<file path="config.mk">
export PLATFORM = sky130hd
export DESIGN_NAME = quad_encoder_gen
export DESIGN_NICKNAME = d
export VERILOG_FILES = /design/src/rtl/quad_encoder_gen.sv
export SDC_FILE = /design/constraint.sdc
export NUM_CORES = 1
export LEC_CHECK = 0
export BUFFER_PORTS_ARGS = -buffer_cell sky130_fd_sc_hd__buf_2
export CAP_MARGIN = 20
export CELL_PAD_IN_SITES_DETAIL_PLACEMENT = 0
export CELL_PAD_IN_SITES_GLOBAL_PLACEMENT = 2
export CORE_AREA = 2 2 129 131
export CTS_BUF_LIST = sky130_fd_sc_hd__clkbuf_8
export DETAILED_ROUTE_END_ITERATION = 12
export DIE_AREA = 0 0 131 133
export PLACE_DENSITY = 0.85
export RECOVER_POWER = 50
export SLEW_MARGIN = 10
export SYNTH_ARGS = -nofsm -noshare
export SYNTH_HDL_FRONTEND = slang
export SYNTH_SLANG_ARGS = --single-unit
</file>
<file path="constraint.sdc">
create_clock -name clk -period 6.2 [get_ports clk]
set_input_delay 1.24 -clock clk [delete_from_list [all_inputs] [get_ports clk]]
set_output_delay 1.24 -clock clk [all_outputs]
set_load 0.1 [all_outputs]
</file>
<file path="src/rtl/quad_encoder_gen.sv">
// -----------------------------------------------------------------------------
// quad_encoder_gen
//
// Quadrature encoder emulator. Accepts a command (direction, cycles per
// quadrature edge, number of edges with 0 meaning "run until stopped") and
// drives A/B exactly as a physical incremental encoder would. It also keeps a
// signed, wrapping count of the edges it has emitted.
//
// Ports
//   clk         in   system clock, rising edge
//   reset_n     in   asynchronous active-low reset
//   cmd_valid   in   command presented
//   cmd_ready   out  command accepted this cycle when high (IDLE only)
//   cmd_dir     in   1 = forward (B leads A), 0 = reverse
//   cmd_period  in   clock cycles between quadrature edges (values < 2 act as 2)
//   cmd_steps   in   quadrature edges to emit, 0 = continuous
//   stop        in   abort the current run (ignored in IDLE)
//   outA, outB  out  registered quadrature outputs
//   busy        out  high while a run is active
//   done        out  one-cycle pulse when a run ends (completion or stop)
//   position    out  signed edge count, +1 forward / -1 reverse, wraps
// -----------------------------------------------------------------------------
module quad_encoder_gen #(
    parameter int PERIOD_W = 16,
    parameter int STEPS_W  = 16,
    parameter int POS_W    = 32
) (
    input  logic                       clk,
    input  logic                       reset_n,
    input  logic                       cmd_valid,
    output logic                       cmd_ready,
    input  logic                       cmd_dir,
    input  logic [PERIOD_W-1:0]        cmd_period,
    input  logic [STEPS_W-1:0]         cmd_steps,
    input  logic                       stop,
    output logic                       outA,
    output logic                       outB,
    output logic                       busy,
    output logic                       done,
    output logic signed [POS_W-1:0]    position
);

    typedef enum logic [0:0] {
        ST_IDLE = 1'b0,
        ST_RUN  = 1'b1
    } state_t;

    // Next (A,B) in the requested direction. Forward walks 00->01->11->10,
    // reverse walks the same ring backwards, so exactly one bit flips per step.
    function automatic logic [1:0] next_phase(input logic fwd, input logic [1:0] ab);
        logic [1:0] nxt;
        case (ab)
            2'b00:   nxt = fwd ? 2'b01 : 2'b10;
            2'b01:   nxt = fwd ? 2'b11 : 2'b00;
            2'b11:   nxt = fwd ? 2'b10 : 2'b01;
            2'b10:   nxt = fwd ? 2'b00 : 2'b11;
            default: nxt = 2'b00;
        endcase
        return nxt;
    endfunction

    state_t              state_q,     state_d;
    logic                dir_q,       dir_d;
    logic [PERIOD_W-1:0] period_q,    period_d;
    logic [PERIOD_W-1:0] div_q,       div_d;
    logic [STEPS_W-1:0]  remaining_q, remaining_d;
    logic                cont_q,      cont_d;
    logic [1:0]          ab_q,        ab_d;
    logic [POS_W-1:0]    pos_q,       pos_d;
    logic                busy_q,      busy_d;
    logic                ready_q,     ready_d;
    logic                done_q,      done_d;

    logic                edge_due_s;
    logic [PERIOD_W-1:0] period_in_s;

    // Edge is due on the last cycle of the period; period_q is never below 2,
    // so period_q - 1 cannot underflow.
    always_comb begin
        edge_due_s = (div_q == (period_q - PERIOD_W'(1)));
    end

    // Clamp the commanded period so edges are never closer than 2 cycles.
    always_comb begin
        if (cmd_period < PERIOD_W'(2)) begin
            period_in_s = PERIOD_W'(2);
        end else begin
            period_in_s = cmd_period;
        end
    end

    // Next-state and next-output computation for the IDLE/RUN controller.
    always_comb begin
        state_d     = state_q;
        dir_d       = dir_q;
        period_d    = period_q;
        div_d       = div_q;
        remaining_d = remaining_q;
        cont_d      = cont_q;
        ab_d        = ab_q;
        pos_d       = pos_q;
        busy_d      = busy_q;
        ready_d     = ready_q;
        done_d      = 1'b0;

        case (state_q)
            ST_IDLE: begin
                // stop is deliberately not looked at here.
                if (cmd_valid && ready_q) begin
                    state_d     = ST_RUN;
                    dir_d       = cmd_dir;
                    period_d    = period_in_s;
                    div_d       = {PERIOD_W{1'b0}};
                    remaining_d = cmd_steps;
                    cont_d      = (cmd_steps == {STEPS_W{1'b0}});
                    busy_d      = 1'b1;
                    ready_d     = 1'b0;
                end else begin
                    busy_d  = 1'b0;
                    ready_d = 1'b1;
                end
            end

            ST_RUN: begin
                if (stop) begin
                    // Abort wins over any edge due this cycle: outputs and
                    // position are left untouched.
                    state_d     = ST_IDLE;
                    div_d       = {PERIOD_W{1'b0}};
                    remaining_d = {STEPS_W{1'b0}};
                    busy_d      = 1'b0;
                    ready_d     = 1'b1;
                    done_d      = 1'b1;
                end else if (edge_due_s) begin
                    div_d = {PERIOD_W{1'b0}};
                    ab_d  = next_phase(dir_q, ab_q);
                    if (dir_q) begin
                        pos_d = pos_q + POS_W'(1);
                    end else begin
                        pos_d = pos_q - POS_W'(1);
                    end
                    if (cont_q) begin
                        remaining_d = remaining_q;
                    end else if (remaining_q == STEPS_W'(1)) begin
                        // Final edge: emitted and run closed on the same clock.
                        state_d     = ST_IDLE;
                        remaining_d = {STEPS_W{1'b0}};
                        busy_d      = 1'b0;
                        ready_d     = 1'b1;
                        done_d      = 1'b1;
                    end else begin
                        remaining_d = remaining_q - STEPS_W'(1);
                    end
                end else begin
                    div_d = div_q + PERIOD_W'(1);
                end
            end

            default: begin
                state_d     = ST_IDLE;
                div_d       = {PERIOD_W{1'b0}};
                remaining_d = {STEPS_W{1'b0}};
                busy_d      = 1'b0;
                ready_d     = 1'b1;
            end
        endcase
    end

    // State and registered outputs; the A/B phase is only cleared by reset
    // so consecutive runs continue the quadrature sequence seamlessly.
    always_ff @(posedge clk or negedge reset_n) begin
        if (!reset_n) begin
            state_q     <= ST_IDLE;
            dir_q       <= 1'b0;
            period_q    <= PERIOD_W'(2);
            div_q       <= {PERIOD_W{1'b0}};
            remaining_q <= {STEPS_W{1'b0}};
            cont_q      <= 1'b0;
            ab_q        <= 2'b00;
            pos_q       <= {POS_W{1'b0}};
            busy_q      <= 1'b0;
            ready_q     <= 1'b1;
            done_q      <= 1'b0;
        end else begin
            state_q     <= state_d;
            dir_q       <= dir_d;
            period_q    <= period_d;
            div_q       <= div_d;
            remaining_q <= remaining_d;
            cont_q      <= cont_d;
            ab_q        <= ab_d;
            pos_q       <= pos_d;
            busy_q      <= busy_d;
            ready_q     <= ready_d;
            done_q      <= done_d;
        end
    end

    assign outA      = ab_q[1];
    assign outB      = ab_q[0];
    assign busy      = busy_q;
    assign done      = done_q;
    assign cmd_ready = ready_q;
    assign position  = pos_q;

endmodule

</file>
==> impl_metrics.csv <==
group,metric,value,unit
outcome,status,"complete, but fails checks",
outcome,failed_checks,"max-capacitance violations, max-slew violations",
yosys,synth.avg_cell_area,9.71,sq um
yosys,yosysTopAreaCell,"dfrtp_1",
routing,drcViolationCount,0,
yosys,synth.area.top_cells,"dfrtp_1, mux2_2, ha_1",
min_path,hold_class,"reg2reg",
floorplan,die_x,131,microns
finish,fin_nets,757,
timing,tns,0,ps
yosys,synthTopCellsByCount,"dfrtp_1, mux2_2, nor2_1",
yosys,synth_top_area_frac,0.360,
floorplan,die_h,133,microns
finish,final_core_util,0.417,
routing,wl_per_cell,15.4,microns
yosys,ys.warnings.count,0,
global_route,grt_max_degree,70,
timing,rsz0062_at_grt,"false",
floorplan,core,16200,sq um
yosys,yosysMostFrequentCell,"dfrtp_1",
clocking,ctsResizeCount,0,
timing,final.min_clock_period,3650,ps
global_route,grtUsageTotal,0.170,
routing,vias,4895,
setup_path,worstSetupEndpointType,"flop",
timing,slew_headroom,-0.154,
routing,drt_iter0_drc,244,
clocking,htree_levels,3,
timing,fmax,0.274,GHz
setup_path,path_class,"reg2reg",
clocking,post_cts_buffers,0,
timing,worst_pin_slew,1730,ps
pwr,p_leak,3.25,nW
timing,hold_viol,0,
setup_path,crit_family,"compound AO/OA/AOI/OAI gates",
yosys,async_flop_share,1.00,
setup_path,startpoint_type,"flop",
clocking,cts_hold_buf,0,
setup_path,path_cells,"inv_1 > buf_4 > ha_1 > o21ai_1 > o21bai_1 > a21oi_1 > o31a_1 > o21ai_0 > a41oi_1 > o41ai_1 > xor2_1 > mux2_2",
setup_path,critPathMaxStageDelay,510,ps
yosys,synth-edff-count,0,
pwr,power.density,363,nW/um^2
placed_design,port-buffer-count,73,
finish,regArea,2200,sq um
timing,final_max_slew_viol_count,70,
routing,routed_wirelength,14.0,mm
setup_path,cp_slowest_cell,"o41ai_1",
clocking,path_clk_slew,90,ps
yosys,synthesis.nets,687,
floorplan,start_util,0.369,
global_route,antenna_found_initial,0,
yosys,synth_ff_type,"dfrtp_1",
clocking,cts.path.max_buffers,2,
finish,final_cell_area,6740,sq um
global_route,grt_first_pass_wirelength,24.0,mm
yosys,synth_cells,615,
timing,finalSetupViolations,0,
setup_path,cp.arrival,3920,ps
routing,dr.pass1.iters,4,
finish,diodes,0,
routing,final_antenna_net_count,0,
timing,fin_skew,9.33,ps
pwr,irDropWorstVdd,253,uV
yosys,synth_cell_types,66,
placed_design,dpl.hpwl,10.3,mm
global_route,grt-ovfl-total,0,
finish,syn_to_final_growth,12.9,%
clocking,clk_latency,370,ps
setup_path,cp_num_buf_inv,2,
job,cap_violations,1,
yosys,yosysSeqAreaShare,0.369,
clocking,cts-root-buf,"clkbuf_8",
global_route,grt_pass1_vias,5011,
placed_design,detailed_place.area,6550,sq um
placed_design,gp_congestion,0.808,
timing,fin_crit_sh,0.589,
routing,viasPerCell,5.38,
clocking,numCtsBuffers,9,
setup_path,cp_max_fo,31,
clocking,cts_sinks,88,
setup_path,required,6470,ps
floorplan,die_area,17400,sq um
floorplan,ioPinCount,74,
yosys,syn_area,5970,sq um
yosys,synth.ff_latch_count,88,
finish,nFillCells,1632,
finish,multi_input_area,3550,sq um
finish,drive_above_1_share,0.206,
clocking,cts_tree,"yes",
floorplan,row_count,47,
[flip-flops by register name, indices dropped and copies added, names as in the netlist]
register and flops:
position 32, cmd_ready 1, done 1, period_q 16, remaining_q 16, ab_q 2
busy 1, cont_q 1, state_q 1, dir_q 1, div_q 16
[metrics by stage]
| step | instances | hold slack, ps | worst slack, ps | power [W] |
|---|---|---|---|---|
| after global routing | 910 | 520 | 2240 | 0.00265 |
| after global placement | 894 | 474 | 2610 | 0.00201 |
| after CTS | 910 | 489 | 2540 | 0.00247 |
| after detailed placement | 894 | 473 | 2570 | 0.00202 |
| after floorplan | 615 | 459 | 2800 | 0.00178 |
| final | 910 | 488 | 2550 | 0.00245 |
[worst min-delay path: cells and delay by family, from the launching register on]
family | cells | cell delay (ps)
AND/OR/NAND/NOR | 2 | 100
flip-flops | 1 | 400
[layout by cell type, fill, tap and decap left out, types with 25 or more instances in the layout]
cell type / n
nor2_1: 37
buf_2: 72
dfrtp_1: 86
a21oi_1: 27
nand2_1: 36
ha_1: 34
xor2_1: 25
inv_1: 35
mux2_2: 38
xnor2_1: 36
[path summary, 6_finish.rpt]
kind	from	to	slack, ps	depth (start not counted)
max	dir_q	position[29]	2550	12
min	cmd_ready	cmd_ready	490	2
max reg2reg	dir_q	position[29]	2550	12
min reg2reg	cmd_ready	cmd_ready	490	2
max in group asynchronous	reset_n	remaining_q[0]	2860	2
min in group asynchronous	reset_n	ab_q[0]	1070	1
[cell families (layout without fill, tap and decap cells)]
logic type | count (synthesis) | in the layout | share of synthesized area
AO/OA/AOI/OAI | 164 | 164 | 0.189
XOR/XNOR | 61 | 61 | 0.0894
adder cells (fa/ha/maj) | 35 | 35 | 0.0746
buffers and inverters | 51 | 126 | 0.0369
flip-flops | 88 | 88 | 0.369
multiplexers | 44 | 44 | 0.0825
AND/OR/NAND/NOR | 172 | 172 | 0.159
[power by group]
part	total (W)	leakage [nW]	switching, W	internal [W]
Clock	0.000429	0.107	0.000221	0.000208
Sequential	0.000883	1.15	0.000187	0.000695
Combinational	0.00114	1.99	0.000662	0.000474
Total	0.00245	3.25	0.00107	0.00138
[layer usage]
metal	GRT usage	routed length [microns]
met2	0.290	6800
met5	0	0
met1	0.221	6540
met4	0.0349	130
met3	0.0388	534
[layout make-up]
type / count / share of cell area
Multi-Input combinational cell: 476 / 0.526
Clock buffer: 11 / 0.0224
Sequential cell: 88 / 0.327
Clock inverter: 5 / 0.00816
Timing Repair Buffer: 76 / 0.0564
Tap cell: 220 / 0.0408
Inverter: 34 / 0.0189
Power figures use the tool's default switching activity.
